## config.mk

```make
export PLATFORM = sky130hd
export DESIGN_NAME = pipe_dllp_rx_deframer
export DESIGN_NICKNAME = d
export VERILOG_FILES = /design/src/rtl/common_pkg.sv /design/src/rtl/dllp_crc16.sv /design/src/rtl/pipe_dllp_rx_deframer.sv
export SDC_FILE = /design/constraint.sdc
export NUM_CORES = 1
export LEC_CHECK = 0
export CAP_MARGIN = 40
export CORE_AREA = 2 2 93 95
export DETAILED_ROUTE_END_ITERATION = 7
export DIE_AREA = 0 0 95 97
export HOLD_SLACK_MARGIN = 0.12
export PLACE_DENSITY = 0.79
export SLEW_MARGIN = 20
export SYNTH_ARGS = -nofsm -noshare
export SYNTH_HDL_FRONTEND = slang
export SYNTH_SLANG_ARGS = --single-unit
```

## constraint.sdc

```tcl
create_clock -name pclk -period 9.28 [get_ports pclk]
set_input_delay 2.784 -clock pclk [delete_from_list [all_inputs] [get_ports pclk]]
set_output_delay 2.784 -clock pclk [all_outputs]
set_load 0.005 [all_outputs]
```

## src/rtl/common_pkg.sv

```systemverilog
// Shared link-layer types and constants: DLLP container, PIPE K-codes,
// RX deframer state encoding and DLLP CRC-16 parameters.
package common_pkg;

    typedef logic [5:0][7:0] dllp_t;

    localparam logic [7:0] K_SDP = 8'h5C;
    localparam logic [7:0] K_STP = 8'hFB;
    localparam logic [7:0] K_END = 8'hFD;
    localparam logic [7:0] K_EDB = 8'hFE;

    typedef logic [1:0] deframer_state_t;
    localparam deframer_state_t ST_IDLE     = 2'd0;
    localparam deframer_state_t ST_COLLECT  = 2'd1;
    localparam deframer_state_t ST_WAIT_END = 2'd2;
    localparam deframer_state_t ST_SKIP     = 2'd3;

    localparam logic [15:0] CRC_POLY = 16'h100B;
    localparam logic [15:0] CRC_SEED = 16'hFFFF;

endpackage

```

## src/rtl/dllp_crc16.sv

```systemverilog
// Running DLLP CRC-16 (bit 0 of each byte first, inverted output).
// Only built when DLLP_CRC_CHECK_EN is defined.
`ifdef DLLP_CRC_CHECK_EN
module dllp_crc16
    import common_pkg::*;
(
    input  logic        clk,
    input  logic        rst,
    input  logic        clear,
    input  logic        advance,
    input  logic [7:0]  data,
    output logic [15:0] crc
);

    logic [15:0] crc_reg;
    logic [15:0] crc_next;

    always_comb begin
        crc_next = crc_reg;
        for (int unsigned i = 0; i < 8; i++) begin
            if (crc_next[15] ^ data[i]) begin
                crc_next = {crc_next[14:0], 1'b0} ^ CRC_POLY;
            end else begin
                crc_next = {crc_next[14:0], 1'b0};
            end
        end
    end

    always_ff @(posedge clk or posedge rst) begin
        if (rst) begin
            crc_reg <= CRC_SEED;
        end else if (clear) begin
            crc_reg <= CRC_SEED;
        end else if (advance) begin
            crc_reg <= crc_next;
        end
    end

    assign crc = ~crc_reg;

endmodule
`endif

```

## src/rtl/pipe_dllp_rx_deframer.sv

```systemverilog
// PIPE RX DLLP deframer: collects SDP-framed DLLPs, checks END/EDB framing,
// skips STP-framed TLPs. Optional CRC-16 check under DLLP_CRC_CHECK_EN.
module pipe_dllp_rx_deframer
    import common_pkg::*;
#(
    parameter int CNT_W = 16
) (
    input  logic             pclk,
    input  logic             reset,
    input  logic             rx_valid,
    input  logic [7:0]       rx_data,
    input  logic             rx_datak,
    output logic             dllp_valid,
    output dllp_t            dllp_data,
    output logic             crc_err,
    output logic             frame_err,
    output logic             nullified,
    output logic [CNT_W-1:0] good_count,
    output logic [CNT_W-1:0] err_count
);

    deframer_state_t state, state_n;
    logic [2:0]      idx, idx_n;
    logic            wr_en;
    logic            sdp_seen;
    logic            ev_end;
    logic            ev_null;
    logic            ev_ferr;
    logic            crc_bad;

    always_comb begin
        state_n  = state;
        idx_n    = idx;
        wr_en    = 1'b0;
        sdp_seen = 1'b0;
        ev_end   = 1'b0;
        ev_null  = 1'b0;
        ev_ferr  = 1'b0;
        if (rx_valid) begin
            case (state)
                ST_IDLE: begin
                    if (rx_datak && rx_data == K_SDP) begin
                        state_n  = ST_COLLECT;
                        idx_n    = 3'd0;
                        sdp_seen = 1'b1;
                    end else if (rx_datak && rx_data == K_STP) begin
                        state_n = ST_SKIP;
                    end
                end
                ST_COLLECT: begin
                    if (!rx_datak) begin
                        wr_en = 1'b1;
                        if (idx == 3'd5) begin
                            state_n = ST_WAIT_END;
                            idx_n   = 3'd0;
                        end else begin
                            idx_n = idx + 3'd1;
                        end
                    end else if (rx_data == K_SDP) begin
                        ev_ferr  = 1'b1;
                        idx_n    = 3'd0;
                        sdp_seen = 1'b1;
                    end else if (rx_data == K_STP) begin
                        ev_ferr = 1'b1;
                        state_n = ST_SKIP;
                    end else if (rx_data == K_END || rx_data == K_EDB) begin
                        ev_ferr = 1'b1;
                        state_n = ST_IDLE;
                    end
                end
                ST_WAIT_END: begin
                    if (!rx_datak) begin
                        ev_ferr = 1'b1;
                        state_n = ST_IDLE;
                    end else if (rx_data == K_END) begin
                        ev_end  = 1'b1;
                        state_n = ST_IDLE;
                    end else if (rx_data == K_EDB) begin
                        ev_null = 1'b1;
                        state_n = ST_IDLE;
                    end else if (rx_data == K_STP) begin
                        ev_ferr = 1'b1;
                        state_n = ST_SKIP;
                    end else if (rx_data == K_SDP) begin
                        ev_ferr  = 1'b1;
                        state_n  = ST_COLLECT;
                        idx_n    = 3'd0;
                        sdp_seen = 1'b1;
                    end
                end
                default: begin
                    if (rx_datak && (rx_data == K_END || rx_data == K_EDB)) begin
                        state_n = ST_IDLE;
                    end else if (rx_datak && rx_data == K_SDP) begin
                        ev_ferr  = 1'b1;
                        state_n  = ST_COLLECT;
                        idx_n    = 3'd0;
                        sdp_seen = 1'b1;
                    end
                end
            endcase
        end
    end

`ifdef DLLP_CRC_CHECK_EN
    logic [15:0] crc_calc;

    // CRC covers bytes 0..3 only; bytes 4..5 carry the transmitted CRC.
    dllp_crc16 u_crc (
        .clk     (pclk),
        .rst     (reset),
        .clear   (sdp_seen),
        .advance (wr_en && idx < 3'd4),
        .data    (rx_data),
        .crc     (crc_calc)
    );

    assign crc_bad = (crc_calc != {dllp_data[4], dllp_data[5]});

    always_ff @(posedge pclk or posedge reset) begin
        if (reset) begin
            crc_err <= 1'b0;
        end else begin
            crc_err <= ev_end && crc_bad;
        end
    end
`else
    assign crc_bad = 1'b0;
    assign crc_err = 1'b0;
`endif

    always_ff @(posedge pclk or posedge reset) begin
        if (reset) begin
            state      <= ST_IDLE;
            idx        <= 3'd0;
            dllp_data  <= '0;
            dllp_valid <= 1'b0;
            frame_err  <= 1'b0;
            nullified  <= 1'b0;
            good_count <= '0;
            err_count  <= '0;
        end else begin
            state      <= state_n;
            idx        <= idx_n;
            dllp_valid <= ev_end;
            frame_err  <= ev_ferr;
            nullified  <= ev_null;
            if (wr_en) begin
                dllp_data[idx] <= rx_data;
            end
            if (ev_end && !crc_bad && good_count != '1) begin
                good_count <= good_count + CNT_W'(1);
            end
            if ((ev_ferr || ev_null || (ev_end && crc_bad)) && err_count != '1) begin
                err_count <= err_count + CNT_W'(1);
            end
        end
    end

endmodule

```

After elaboration in Yosys (flattened, before gate mapping)

Index checks and enable logic that the tools add are counted.

Flip-flop bits (word level): 88
Output and inout bits: 84
Logic and storage cells: 102

Add/sub/neg operators: 3
$lt $le $gt $ge: 2
Equal/unequal tests: 19
Muxes and demuxes: 53
Reductions and logical operators: 12

Operator list:

| cell                                                 | count |
|---|---|
| bitwise mux 48 bit                                   | 1 |
| adder 16 x 1 -> 16 bit (second input constant)       | 2 |
| != test 16 bit (second input constant)               | 2 |
| 2-to-1 mux 2 bit                                     | 14 |
| 2-to-1 mux 3 bit                                     | 9 |
| demux 8 bit (select 3 bit)                           | 1 |
| equality test 8 bit (second input constant)          | 3 |
| 2-to-1 mux 1 bit                                     | 24 |
| != test 3 bit (second input constant)                | 3 |
| one-hot mux 3 bit (3 select lines)                   | 1 |
| equality test 8 x 7 -> 1 bit (second input constant) | 1 |
| 2-to-1 mux 8 bit                                     | 1 |
| != test 2 bit (second input constant)                | 4 |
| AND reduction 7 bit                                  | 1 |
| logical AND 1 bit                                    | 6 |
| != test 6 bit (second input constant)                | 1 |
| one-hot mux 2 bit (3 select lines)                   | 1 |
| AND reduction 6 bit                                  | 1 |
| nonzero test 5 bit                                   | 1 |
| < comparator 3 x 4 -> 1 bit (second input constant)  | 1 |
| != test 4 x 1 -> 1 bit (second input constant)       | 1 |
| != test 4 bit (second input constant)                | 1 |
| adder 3 x 1 -> 3 bit (second input constant)         | 1 |
| equality test 3 bit (second input constant)          | 1 |
| 6 further kinds                                      | 7 |

Logic depth before layout (Yosys ltp)

Depth in word-level cells: 10
Gate-level depth with buffers: 10
Gate-level depth less buffers: 8

Worst setup path after synthesis

Ideal clock, no wire load.

Path type: input port to flip-flop
From: input port rx_data[7]
To: register err_count[1]
Library setup time: 0.125 ns
Arrival: 4.481 ns
Required time: 9.155 ns
Setup slack: 4.674 ns
Stages on the path: 7
Path buffers: 1
Cells stage by stage: clkbuf_2 -> nand2_1 -> or4_4 -> o31a_1 -> a31oi_4 -> nand2_1 -> mux2_4

Cells in the longest elaborated chain, start to end: 10

Ends and longest elaborated chain:

| element                                                    | line                                                                                  | text |
|---|---|---|
| start: declaration                                         | pipe_dllp_rx_deframer.sv:11                                                           | `input logic [7:0] rx_data,` |
| equality test 8 x 7 -> 1 bit, or another cell as far along | pipe_dllp_rx_deframer.sv:59, pipe_dllp_rx_deframer.sv:84, pipe_dllp_rx_deframer.sv:94 |  |
| 2-to-1 mux 1 bit or logical OR 1 bit (tied branches)       | pipe_dllp_rx_deframer.sv:84, pipe_dllp_rx_deframer.sv:66, pipe_dllp_rx_deframer.sv:92 |  |
| 2-to-1 mux 1 bit (on tied branches)                        | pipe_dllp_rx_deframer.sv:81, pipe_dllp_rx_deframer.sv:66                              |  |
| 2-to-1 mux 1 bit (on tied branches)                        | pipe_dllp_rx_deframer.sv:78, pipe_dllp_rx_deframer.sv:63                              |  |
| 2-to-1 mux 1 bit (on tied branches)                        | pipe_dllp_rx_deframer.sv:75, pipe_dllp_rx_deframer.sv:59                              |  |
| 2-to-1 mux 1 bit (on tied branches)                        | pipe_dllp_rx_deframer.sv:72, pipe_dllp_rx_deframer.sv:51                              |  |
| one-hot mux 1 bit (3 select lines)                         | pipe_dllp_rx_deframer.sv:40                                                           | `case (state)` |
| 2-to-1 mux 1 bit                                           | pipe_dllp_rx_deframer.sv:39                                                           | `if (rx_valid) begin` |
| logical OR 1 bit *                                         | pipe_dllp_rx_deframer.sv:154                                                          | `if ((ev_ferr \|\| ev_null \|\| (ev_end && crc_bad)) && err_count != '1) begin` |
| logical AND 1 bit *                                        | pipe_dllp_rx_deframer.sv:154                                                          |  |
| end signal: assignment                                     | pipe_dllp_rx_deframer.sv:155                                                          | `err_count <= err_count + CNT_W'(1);` |
| end: declaration                                           | pipe_dllp_rx_deframer.sv:19                                                           | `output logic [CNT_W-1:0] err_count` |

Every way passes the cells marked *; elsewhere a longest branch is shown, timed or not.
A chain may end at the register's enable or synchronous reset.

Worst setup path in the final report

From: input port rx_data[1]
To: register err_count[1]

Same word-level chain as after synthesis.

==> results.md <==
- Status: finished, final reports clean
- Io pins: 96
- R2R depth: 8
- Most common cell after layout, fill and taps aside: clkdlybuf4s50_1
- Setup Viol. Count Final: 0
- Post-CTS sizing: 0
- Placed Instances: 529
- Max incr delay on CP: 0.77 ns
- Met1 usage: 26.2%
- Worst Tran Pin Value: 0.681 ns
- # hold bufs at CTS: 0
- Startpoint class of the critical path: input pin
- Reg2reg end: err_count[1]
- Die area: roughly 9000 sq um
- Netlist cell types: 48
- Worst Path Required: 9.52 ns
- Total setup buffers inserted after CTS: 0
- Clock Skews: 0.0184 ns
- Final Net Count: 453
- RSZ-0062 raised after global routing: false
- Die Y: 97 microns
- Kind of critical path: in2reg
- F_max: about 190 MHz
- Busiest grt layer: met2
- Layout cell share with drive strength beyond 1: approximately 16%
- Hold Vio Cnt, Final: 0
- Slew HR: 54.1%
- Ant diodes: 0
- Post-synth EDFFs: 0
- WP data arrival: between 5 and 6 ns
- Crit path time final: between 5 and 6 ns
- Power per standard cell area: between 200 and 250 nW/um^2
- Fraction of registers with async set/reset: 100%
- Number of global-route vias before repair: slightly above 3,000
- First-pass GRT wire length: 14,800 microns
- Met3 usage: approximately 7.2%
- Tot Pwr: 1160 uW
- Remaining DRCs: 0
- Clk buf depth: 2
- Crit-path cells: clkdlybuf4s50_1, xnor2_1, or4_4, o31a_1, a31oi_4, nand2_1, mux2_4
- GRT overflow: 0
- Worst-skew pair later-pin latency: 0.36 ns
- HP Start: dllp_data[34]
- Post-synth top flop: dfrtp_1
- Post-Syn Area per Cell: approximately 12 sq um
- Vias per std cell: 5.49
- Die W: around 95 microns
- CTS tree: built
- Syn Nets: 362
- Initial Util: roughly half
- Worst r2r src: state[0]
- Cell family with most CP delay: buffers and inverters
- GPL Wtd Cong: 0.878
- Largest net degree at the start of global routing: 60
- Number of clock sinks: 88
- Worst Path Buf+Inv: 1
- Core ar.: around 8100 sq um
- H-tree level count: 3
- Met2 Use GR: 31.8%
- Layout area overhead: 30.1%
- Final Cycle Share: 56.9%
- Clock root cell: clkbuf_8
- Setup tns final: 0 ns
- Initial antenna violation count: 0
- Setup slack, reg-to-reg: 6.69 ns
- Leak pwr: 0.00232 uW
- Yosys synthesis warning count: 0
- Hold Path Sink: dllp_data[34]
- WL/cell: 16.0 microns
- Maximum fanout along the worst path: 16
- I/O Buffers: 94
- Critical path depth: 7
- Crit. End Element: flop
- Max-cap violations: 0
- Post-route ant nets: 0
- DR vias: roughly 3,000
- Gate Count Post-Synth: roughly 340
- Max-slew violations: 0
- Mapped Area: between 4000 and 5000 sq um
- Post-synthesis sequential area ratio: 54.5%
- Worst hold-check path type: reg2reg
- Row count: 33
- WL final: just under 9000 microns
- WHS Path Cells: 2
- Fin cells: 545
- VDD IR max: 0.139 mV
- All-Layer GR Usage: between 20% and 30%
- Total CTS buffers: 9
- Number of DRC markers in iteration 0: 157
- Most frequent cells in the layout: 94 x clkdlybuf4s50_1, 88 x dfrtp_1, 44 x mux2_2
- First-pass iteration count of the detailed router: 4
- Hpwl dp: between 6000 and 7000 microns
- Clk slew on worst S/H paths: approximately 0.10 ns
- #FFs+latches synth: 88
- Slowest stage cell, crit path: clkdlybuf4s50_1
## cell usage after synthesis, types with 2 or more instances
library cell | instances | area share (%)
dfrtp_1 | 88 | 55
mux2_2 | 44 | 12
nand2_1 | 28 | 2.6
xnor2_1 | 24 | 5.2
nand3_1 | 19 | 2.4
nor2_1 | 13 | 1.2
nand4_1 | 12 | 1.9
a21oi_1 | 10 | 1.2
and3_1 | 10 | 1.5
clkbuf_1 | 10 | 0.93
inv_1 | 10 | 0.93
o21ai_0 | 9 | 1.1
ha_1 | 6 | 1.9
xor2_1 | 6 | 1.3
nor3_1 | 5 | 0.62
and4_1 | 4 | 0.87
nand3b_1 | 4 | 0.74
buf_2 | 3 | 0.37
nand2b_1 | 3 | 0.46
nor3b_1 | 3 | 0.56
a311oi_1 | 2 | 0.43
and2_1 | 2 | 0.31
nand4b_1 | 2 | 0.43
nor2b_1 | 2 | 0.31
o211ai_1 | 2 | 0.37
## where the power goes
group	leakage (uW)	switching (uW)	internal [uW]
Clock	0.0000888	147	102
Sequential	0.00119	53.3	468
Combinational	0.00105	152	238
## worst max path at each step
| stage | from | end | slack, ns |
|---|---|---|---|
| 4_1_cts | rx_data[1] | err_count[1] | 4.04 |
| 3_5_place_dp | rx_data[1] | err_count[1] | 3.65 |
| 6_report | rx_data[1] | err_count[1] | 4.00 |
| 5_1_grt | rx_data[1] | err_count[1] | 3.83 |
| 3_3_place_gp | rx_data[1] | err_count[1] | 3.76 |
| 2_1_floorplan | reset | dllp_data[0] | 4.22 |
## sequential cells by signal, indices dropped and copies added, names as in the netlist
signal      cells
dllp_data      48
frame_err       1
dllp_valid      1
state           2
err_count      16
idx             3
good_count     16
nullified       1
## worst min-delay path, stage by stage (launching register included)
cell	delay [ns]
dfrtp_1	0.36
nand2_1	0.05
o21ai_0	0.06
## area by class of cell
type | count | area [sq um]
well taps | 105 | 131
multi-input cells | 230 | 1720
flip-flops and latches | 88 | 2200
inverters | 10 | 38.8
clock inverters | 7 | 61.3
fillers | 650 | 2880
repair buffers | 96 | 976
clock buffers | 9 | 124
## per-stage QoR
step | hold slack [ns] | setup slack, ns | util [%] | cell area [sq um]
final | 0.495 | 4.00 | 64.6 | 5260
after floorplan | 0.473 | 4.22 | - | 4040
after CTS | 0.501 | 4.04 | 64.6 | 5260
after global placement | 0.465 | 3.76 | 62.0 | 5040
after detailed placement | 0.478 | 3.65 | 62.4 | 5070
after global routing | 0.512 | 3.83 | 64.6 | 5260
## kinds of logic (layout without fill, tap and decap cells)
kind of cell               Yosys count  count (layout)  share of synthesized area [%]
AOI/OAI and AO/OA                   36              36                           6.63
xor gates and xnor gates            30              30                           6.50
adders and majority gates            6               6                           1.86
buffers and inverters               26             122                           2.82
DFF                                 88              88                           54.5
muxes                               46              46                           12.9
other                                1               1                         0.0928
and+or+nand+nor                    111             111                           14.7
## per-layer routing
layer,wire length (microns),share of wire (%)
met1,3810,44
met2,4090,47
met3,724,8.3
met5,0,0
met4,106,1.2
Note: power is estimated with default switching activity, not from simulation.
